[src/rtl/shifter_pkg.sv]
// Shared types for the pipelined barrel shifter.
// Holds the shift-mode encoding and the per-stage control payload that
// travels alongside the data word (valid bit and mode).
package shifter_pkg;

   // Shift operation carried with every beat.
   typedef enum logic [1:0] {
      SRL = 2'b00,   // logical right, zero fill
      SRA = 2'b01,   // arithmetic right, operand-MSB fill
      SLL = 2'b10,   // logical left, zero fill from the LSB side
      ROR = 2'b11    // rotate right
   } shift_mode_e;

   // Control slot registered in every stage next to the data word. An
   // invalid slot moves through the pipe exactly like a valid one.
   typedef struct packed {
      logic        vld;
      shift_mode_e mode;
   } stage_ctl_t;

endpackage

[src/rtl/shift_stage.sv]
// shift_stage: one layer of the log shifter; shifts by SHIFT when sel = 1, then registers.
// Latency: 1 cycle.
// Backpressure: the register loads only when en = 1, otherwise the slot holds.
// Ports: en (global advance), sel (amount bit owned by this layer), fill (SRA fill bit),
//        d_in/ctl_in (incoming slot), d_q/ctl_q (registered slot).
module shift_stage
   import shifter_pkg::*;
#(
   parameter int WIDTH = 8,
   parameter int SHIFT = 1
) (
   input  logic             clk,
   input  logic             rst_n,
   input  logic             en,
   input  logic             sel,
   input  logic             fill,
   input  logic [WIDTH-1:0] d_in,
   input  stage_ctl_t       ctl_in,
   output logic [WIDTH-1:0] d_q,
   output stage_ctl_t       ctl_q
);

   logic [WIDTH-1:0] d_nxt;

   // SHIFT is always below WIDTH (largest layer is WIDTH/2), so every slice
   // below is non-empty.
   always_comb begin
      d_nxt = d_in;
      if (sel) begin
         case (ctl_in.mode)
            SRL: d_nxt = {{SHIFT{1'b0}}, d_in[WIDTH-1:SHIFT]};
            SRA: d_nxt = {{SHIFT{fill}}, d_in[WIDTH-1:SHIFT]};
            SLL: d_nxt = {d_in[WIDTH-1-SHIFT:0], {SHIFT{1'b0}}};
            ROR: d_nxt = {d_in[SHIFT-1:0], d_in[WIDTH-1:SHIFT]};
         endcase
      end
   end

   always_ff @(posedge clk or negedge rst_n) begin
      if (!rst_n) begin
         d_q   <= '0;
         ctl_q <= '{vld: 1'b0, mode: SRL};
      end else if (en) begin
         d_q   <= d_nxt;
         ctl_q <= ctl_in;
      end
   end

endmodule

[src/rtl/barrel_shifter_pipe.sv]
// barrel_shifter_pipe: pipelined log barrel shifter (SRL/SRA/SLL/ROR), valid/ready stream.
// Latency: SHW cycles when unstalled; one beat per cycle throughput.
// Backpressure: global stall, every stage holds while out_valid & ~out_ready; in_ready = out_ready | ~out_valid.
// Ports: in_valid/in_ready/in_data/in_amt/in_mode (operand beat),
//        out_valid/out_ready/out_data/out_mode (result beat, mode echoed).
module barrel_shifter_pipe
   import shifter_pkg::*;
#(
   parameter int WIDTH = 8,
   parameter int SHW   = $clog2(WIDTH)
) (
   input  logic             clk,
   input  logic             rst_n,
   input  logic             in_valid,
   output logic             in_ready,
   input  logic [WIDTH-1:0] in_data,
   input  logic [SHW-1:0]   in_amt,
   input  logic [1:0]       in_mode,
   output logic             out_valid,
   input  logic             out_ready,
   output logic [WIDTH-1:0] out_data,
   output logic [1:0]       out_mode
);

   logic advance;

   // A stall only exists when a finished result is blocked, so the whole
   // pipe moves together; bubbles are never squeezed out.
   assign advance  = out_ready | ~out_valid;
   assign in_ready = advance;

   // Stage k consumes amount bit SHW-1-k (largest shift first). The amount
   // bits still to be used shrink by one per stage, so stage k only carries
   // SHW-k of them and the last stage carries just its own select bit.
   for (genvar k = 0; k < SHW; k++) begin : stg
      logic [SHW-1-k:0] amt_in;
      logic             fill_in;
      logic [WIDTH-1:0] d_in;
      stage_ctl_t       ctl_in;
      logic [WIDTH-1:0] d_q;
      stage_ctl_t       ctl_q;

      if (k == 0) begin : g_src
         // When advance = 1, in_ready = 1, so in_valid alone marks acceptance.
         assign amt_in      = in_amt;
         assign fill_in     = in_data[WIDTH-1];
         assign d_in        = in_data;
         assign ctl_in.vld  = in_valid;
         assign ctl_in.mode = shift_mode_e'(in_mode);
      end else begin : g_src
         logic [SHW-1-k:0] amt_q;
         logic             fill_q;

         // Remaining amount bits and the captured operand MSB ride with the
         // slot; they are only needed up to the stage that consumes them.
         always_ff @(posedge clk or negedge rst_n) begin
            if (!rst_n) begin
               amt_q  <= '0;
               fill_q <= 1'b0;
            end else if (advance) begin
               amt_q  <= stg[k-1].amt_in[SHW-1-k:0];
               fill_q <= stg[k-1].fill_in;
            end
         end

         assign amt_in  = amt_q;
         assign fill_in = fill_q;
         assign d_in    = stg[k-1].d_q;
         assign ctl_in  = stg[k-1].ctl_q;
      end

      shift_stage #(
         .WIDTH (WIDTH),
         .SHIFT (1 << (SHW-1-k))
      ) u_stage (
         .clk    (clk),
         .rst_n  (rst_n),
         .en     (advance),
         .sel    (amt_in[SHW-1-k]),
         .fill   (fill_in),
         .d_in   (d_in),
         .ctl_in (ctl_in),
         .d_q    (d_q),
         .ctl_q  (ctl_q)
      );
   end

   assign out_valid = stg[SHW-1].ctl_q.vld;
   assign out_mode  = stg[SHW-1].ctl_q.mode;
   assign out_data  = stg[SHW-1].d_q;

endmodule
[config.mk]
export PLATFORM = sky130hd
export DESIGN_NAME = barrel_shifter_pipe
export DESIGN_NICKNAME = d
export VERILOG_FILES = /design/src/rtl/shifter_pkg.sv /design/src/rtl/shift_stage.sv /design/src/rtl/barrel_shifter_pipe.sv
export SDC_FILE = /design/constraint.sdc
export NUM_CORES = 1
export LEC_CHECK = 0
export BUFFER_PORTS_ARGS = -buffer_cell sky130_fd_sc_hd__buf_4
export CORE_MARGIN = 4
export CORE_UTILIZATION = 56
export DETAILED_ROUTE_END_ITERATION = 7
export PLACE_DENSITY = 0.76
export SLEW_MARGIN = 10
export SYNTH_ARGS = -nofsm -noshare
export SYNTH_HDL_FRONTEND = slang
export SYNTH_SLANG_ARGS = --single-unit
[constraint.sdc]
create_clock -name clk -period 1.3 [get_ports clk]
set_clock_uncertainty 0.05 [all_clocks]
set_input_delay 0.13 -clock clk [delete_from_list [all_inputs] [get_ports clk]]
set_output_delay 0.13 -clock clk [all_outputs]
set_load 0.005 [all_outputs]
==> metrics <==
hpwl dp 2.858 mm; final antenna-violating net count 0; root buffer cell clkbuf_4; placed insts roughly 270; Final Hold Vio Count 0; row count 20; final setup TNS -0.02733 ns; drt via density roughly 5.6; WHS Path Cells 3; Worst Setup SP stg[2].u_stage.ctl_q[2]; Post-Syn Area 1873 um^2; status finished, violations left; Slew headroom between 60% and 70%; Worst Hold End stg[0].u_stage.d_q[1]; die area about 4300 um^2; initial DRC count around 130; Sink Count 38; crit start category flop; switching pwr roughly 1.6 mW; Syn Nets about 220; mux share of post-synthesis cell area between 7 and 8%; Worst R2R Start stg[1].u_stage.ctl_q[0]; Slowest-stage cell, CP dfrtp_1; GR Overflow Total 0; H-tree depth 2; Final min period about 1.3 ns; FF+latch count, synth 38; Worst Tran Pin Value between 0.4 and 0.5 ns; Int Power ~2.8 mW; CP endpoint kind output pin; ANT cells 0; commonest non-fill, non-tap cell in the layout nand2_1; Die Span Y roughly 66 um; fin crit share 102.1%; most frequent cells in the layout nand2_1 (57), dfrtp_1 (38), buf_4 (36); fin worst setup slack -0.02733 ns; Placer Congestion 0.8328; CP dominant cell by count buf_6; cts bufs inserted 5; syn avg cell area ~9.3 um^2; Reg2Reg Setup Slack approximately 0.05 ns; vias in the first global route 1571; CTS tree done; Skew-Pair Late Insertion Delay approximately 0.35 ns; antenna violations before repair 0; maximum clock path buffer count 2; worst hold path type input port to flop; power per cell area between 1500 and 2000 nW/um^2; Final nets about 260; switching share of power 36.55%; Final setup viols 1; Max Slew Vio Count 0; crit path max fanout 2; largest net degree at the start of global routing 39; Mapped Cells ~200; Comb pwr share 40.6%; Post-Route WL between 4 and 5 mm; Setup Crit Path Kind flop to output pin; Clock power frac ~14%; RSZ-0062 raised after global routing yes; Ports 29; Static Leak roughly 1.1 nW; crit path cell chain nor2b_4, inv_2, buf_6, buf_6; layout cells sized above 1 23.17%; register area share after synthesis 50.77%; largest area contributor in the netlist dfrtp_1; main combinational cell family by area after synthesis simple AND/OR/NAND/NOR gates; core footprint between 3000 and 4000 um^2; Vias 1620; Worst Path Required 1.12 ns; Initial Utilization 59.88%; Area Overhead vs Synth 25.52%; Synth Area in Simple Gates a little over a fifth; Synth Area in Compound Gates around 16%; Yosys warnings 0; failing checks negative setup slack; Seq pwr share roughly 45%; top-area cell type share of the netlist area about half; Critical Path Max Stage Delay ~0.37 ns; gr usage total roughly 22%; peak supply drop ~0.9 mV; Yosys cell types 25; Die Wd about 66 um; synth top area cells dfrtp_1 (51%), nand2_1 (12%), mux2i_1 (6.4%); XOR/XNOR share of the synthesized area 0%; number of fill cells between 200 and 250; drt wl/cell about 14 um; R2R depth 3; global-route wire length before repair a little over 7 mm; min-delay src in_amt[2]; drt pass-1 iters 4; reg2reg end stg[2].u_stage.d_q[7]; f_max 753.4 MHz; Max-Cap Viols 0; CP Data Arrival Time about 1.2 ns; adder-cell share of the synthesized area 0%; Non-Filler Instances 290; Port Buffers 28; clock transition at the registers of the reported paths 0.11 ns; drc violations 0
[worst max path at each step]
stage                                 end  slack [ns]  cells past startpoint
floorplan           stg[2].u_stage.d_q[7]         0.1                      3
finish                           in_ready       -0.03                      4
global route                     in_ready       -0.11                      4
CTS                              in_ready       -0.04                      4
global placement    stg[2].u_stage.d_q[5]        0.07                      3
detailed placement  stg[2].u_stage.d_q[5]        0.02                      3
[power groups by stage]
stage,Sequential [mW],Clock (mW),Combinational (mW)
2_1_floorplan,1.95,0,1.11
3_3_place_gp,2.00,0,1.62
3_5_place_dp,2.02,0,1.69
4_1_cts,1.99,0.661,1.76
5_1_grt,2.07,0.731,2.03
6_report,2.01,0.651,1.82
[state kept, by name (all words and copies together), names as in the netlist]
| name | cells |
|---|---|
| stg.u_stage.d_q | 24 |
| stg.u_stage.ctl_q | 9 |
| stg.amt_in | 3 |
| stg.fill_in | 2 |
[stage by stage]
stage | hold slack [ns] | util (%) | cell area [um^2] | total power, mW | worst slack [ns]
finish | 0.02904 | 75.16 | 2351 | 4.480 | -0.02733
global route | 0.01784 | 75.16 | 2351 | 4.833 | -0.1052
CTS | 0.008227 | 73.84 | 2310 | 4.416 | -0.03627
detailed placement | 0.06518 | 68.08 | 2130 | 3.708 | 0.01887
global placement | 0.05883 | 68.08 | 2130 | 3.619 | 0.06825
floorplan | -0.2156 | - | 1873 | 3.062 | 0.09911
[Yosys cell counts]
master and instances:
a31oi_1 4, mux2_4 1, clkbuf_1 3, nor2_1 5
o211ai_2 1, o21ai_0 14, inv_1 2, o21ai_1 1
a221oi_2 1, buf_6 2, nor2b_4 1, nand2b_1 4
mux2i_1 12, o211ai_1 10, a2bb2oi_1 2, buf_4 3
nand2_1 59, a221oi_1 3, buf_2 5, dfrtp_1 38
nor2b_1 7, nand3_1 10, nand3b_1 4, inv_2 1
a21oi_1 9
[routing by layer]
metal  track usage, %  routed length, um  share of wire (%)  up-vias
met5                0                  0                  0        -
met4            10.88                113                2.7        0
met3            4.252                202                4.8       12
met2            36.80               2132                 51       52
met1            26.17               1720                 41      780
li1                 -                  -                  -      776
[kinds of logic (layout without fill, tap and decap cells)]
logic type,after synthesis,after routing
AO/OA/AOI/OAI,45,45
AND/OR/NAND/NOR,90,90
flip-flops,38,38
buffers and inverters,16,60
multiplexers,13,13
[critical path: cells and delay by family, from the launching register on]
kind / cells / cell delay (ns)
buffers and inverters: 3 / 0.28
and+or+nand+nor: 1 / 0.15
DFF: 1 / 0.37
[final cells by class]
cell class | instances | area (um^2) | area share [%]
Timing Repair Buffer | 49 | 414.1 | 17.62
Tap cell | 44 | 55.05 | 2.342
Sequential cell | 38 | 950.9 | 40.45
Inverter | 3 | 11.26 | 0.4790
Clock buffer | 7 | 55.05 | 2.342
Multi-Input combinational cell | 148 | 859.6 | 36.56
Clock inverter | 1 | 5.005 | 0.2129
[repair_timing]
action / in CTS / in global routing
gates resized for setup: 2 / 9
hold endpoints to repair: 46 / 0
hold buffers: 9 / 0
cloned: 0 / 0
endpoints found under the setup margin: 1 / 20
buffers inserted: 3 / 1
pin swaps: 0 / 3
Power figures use the tool's default switching activity.
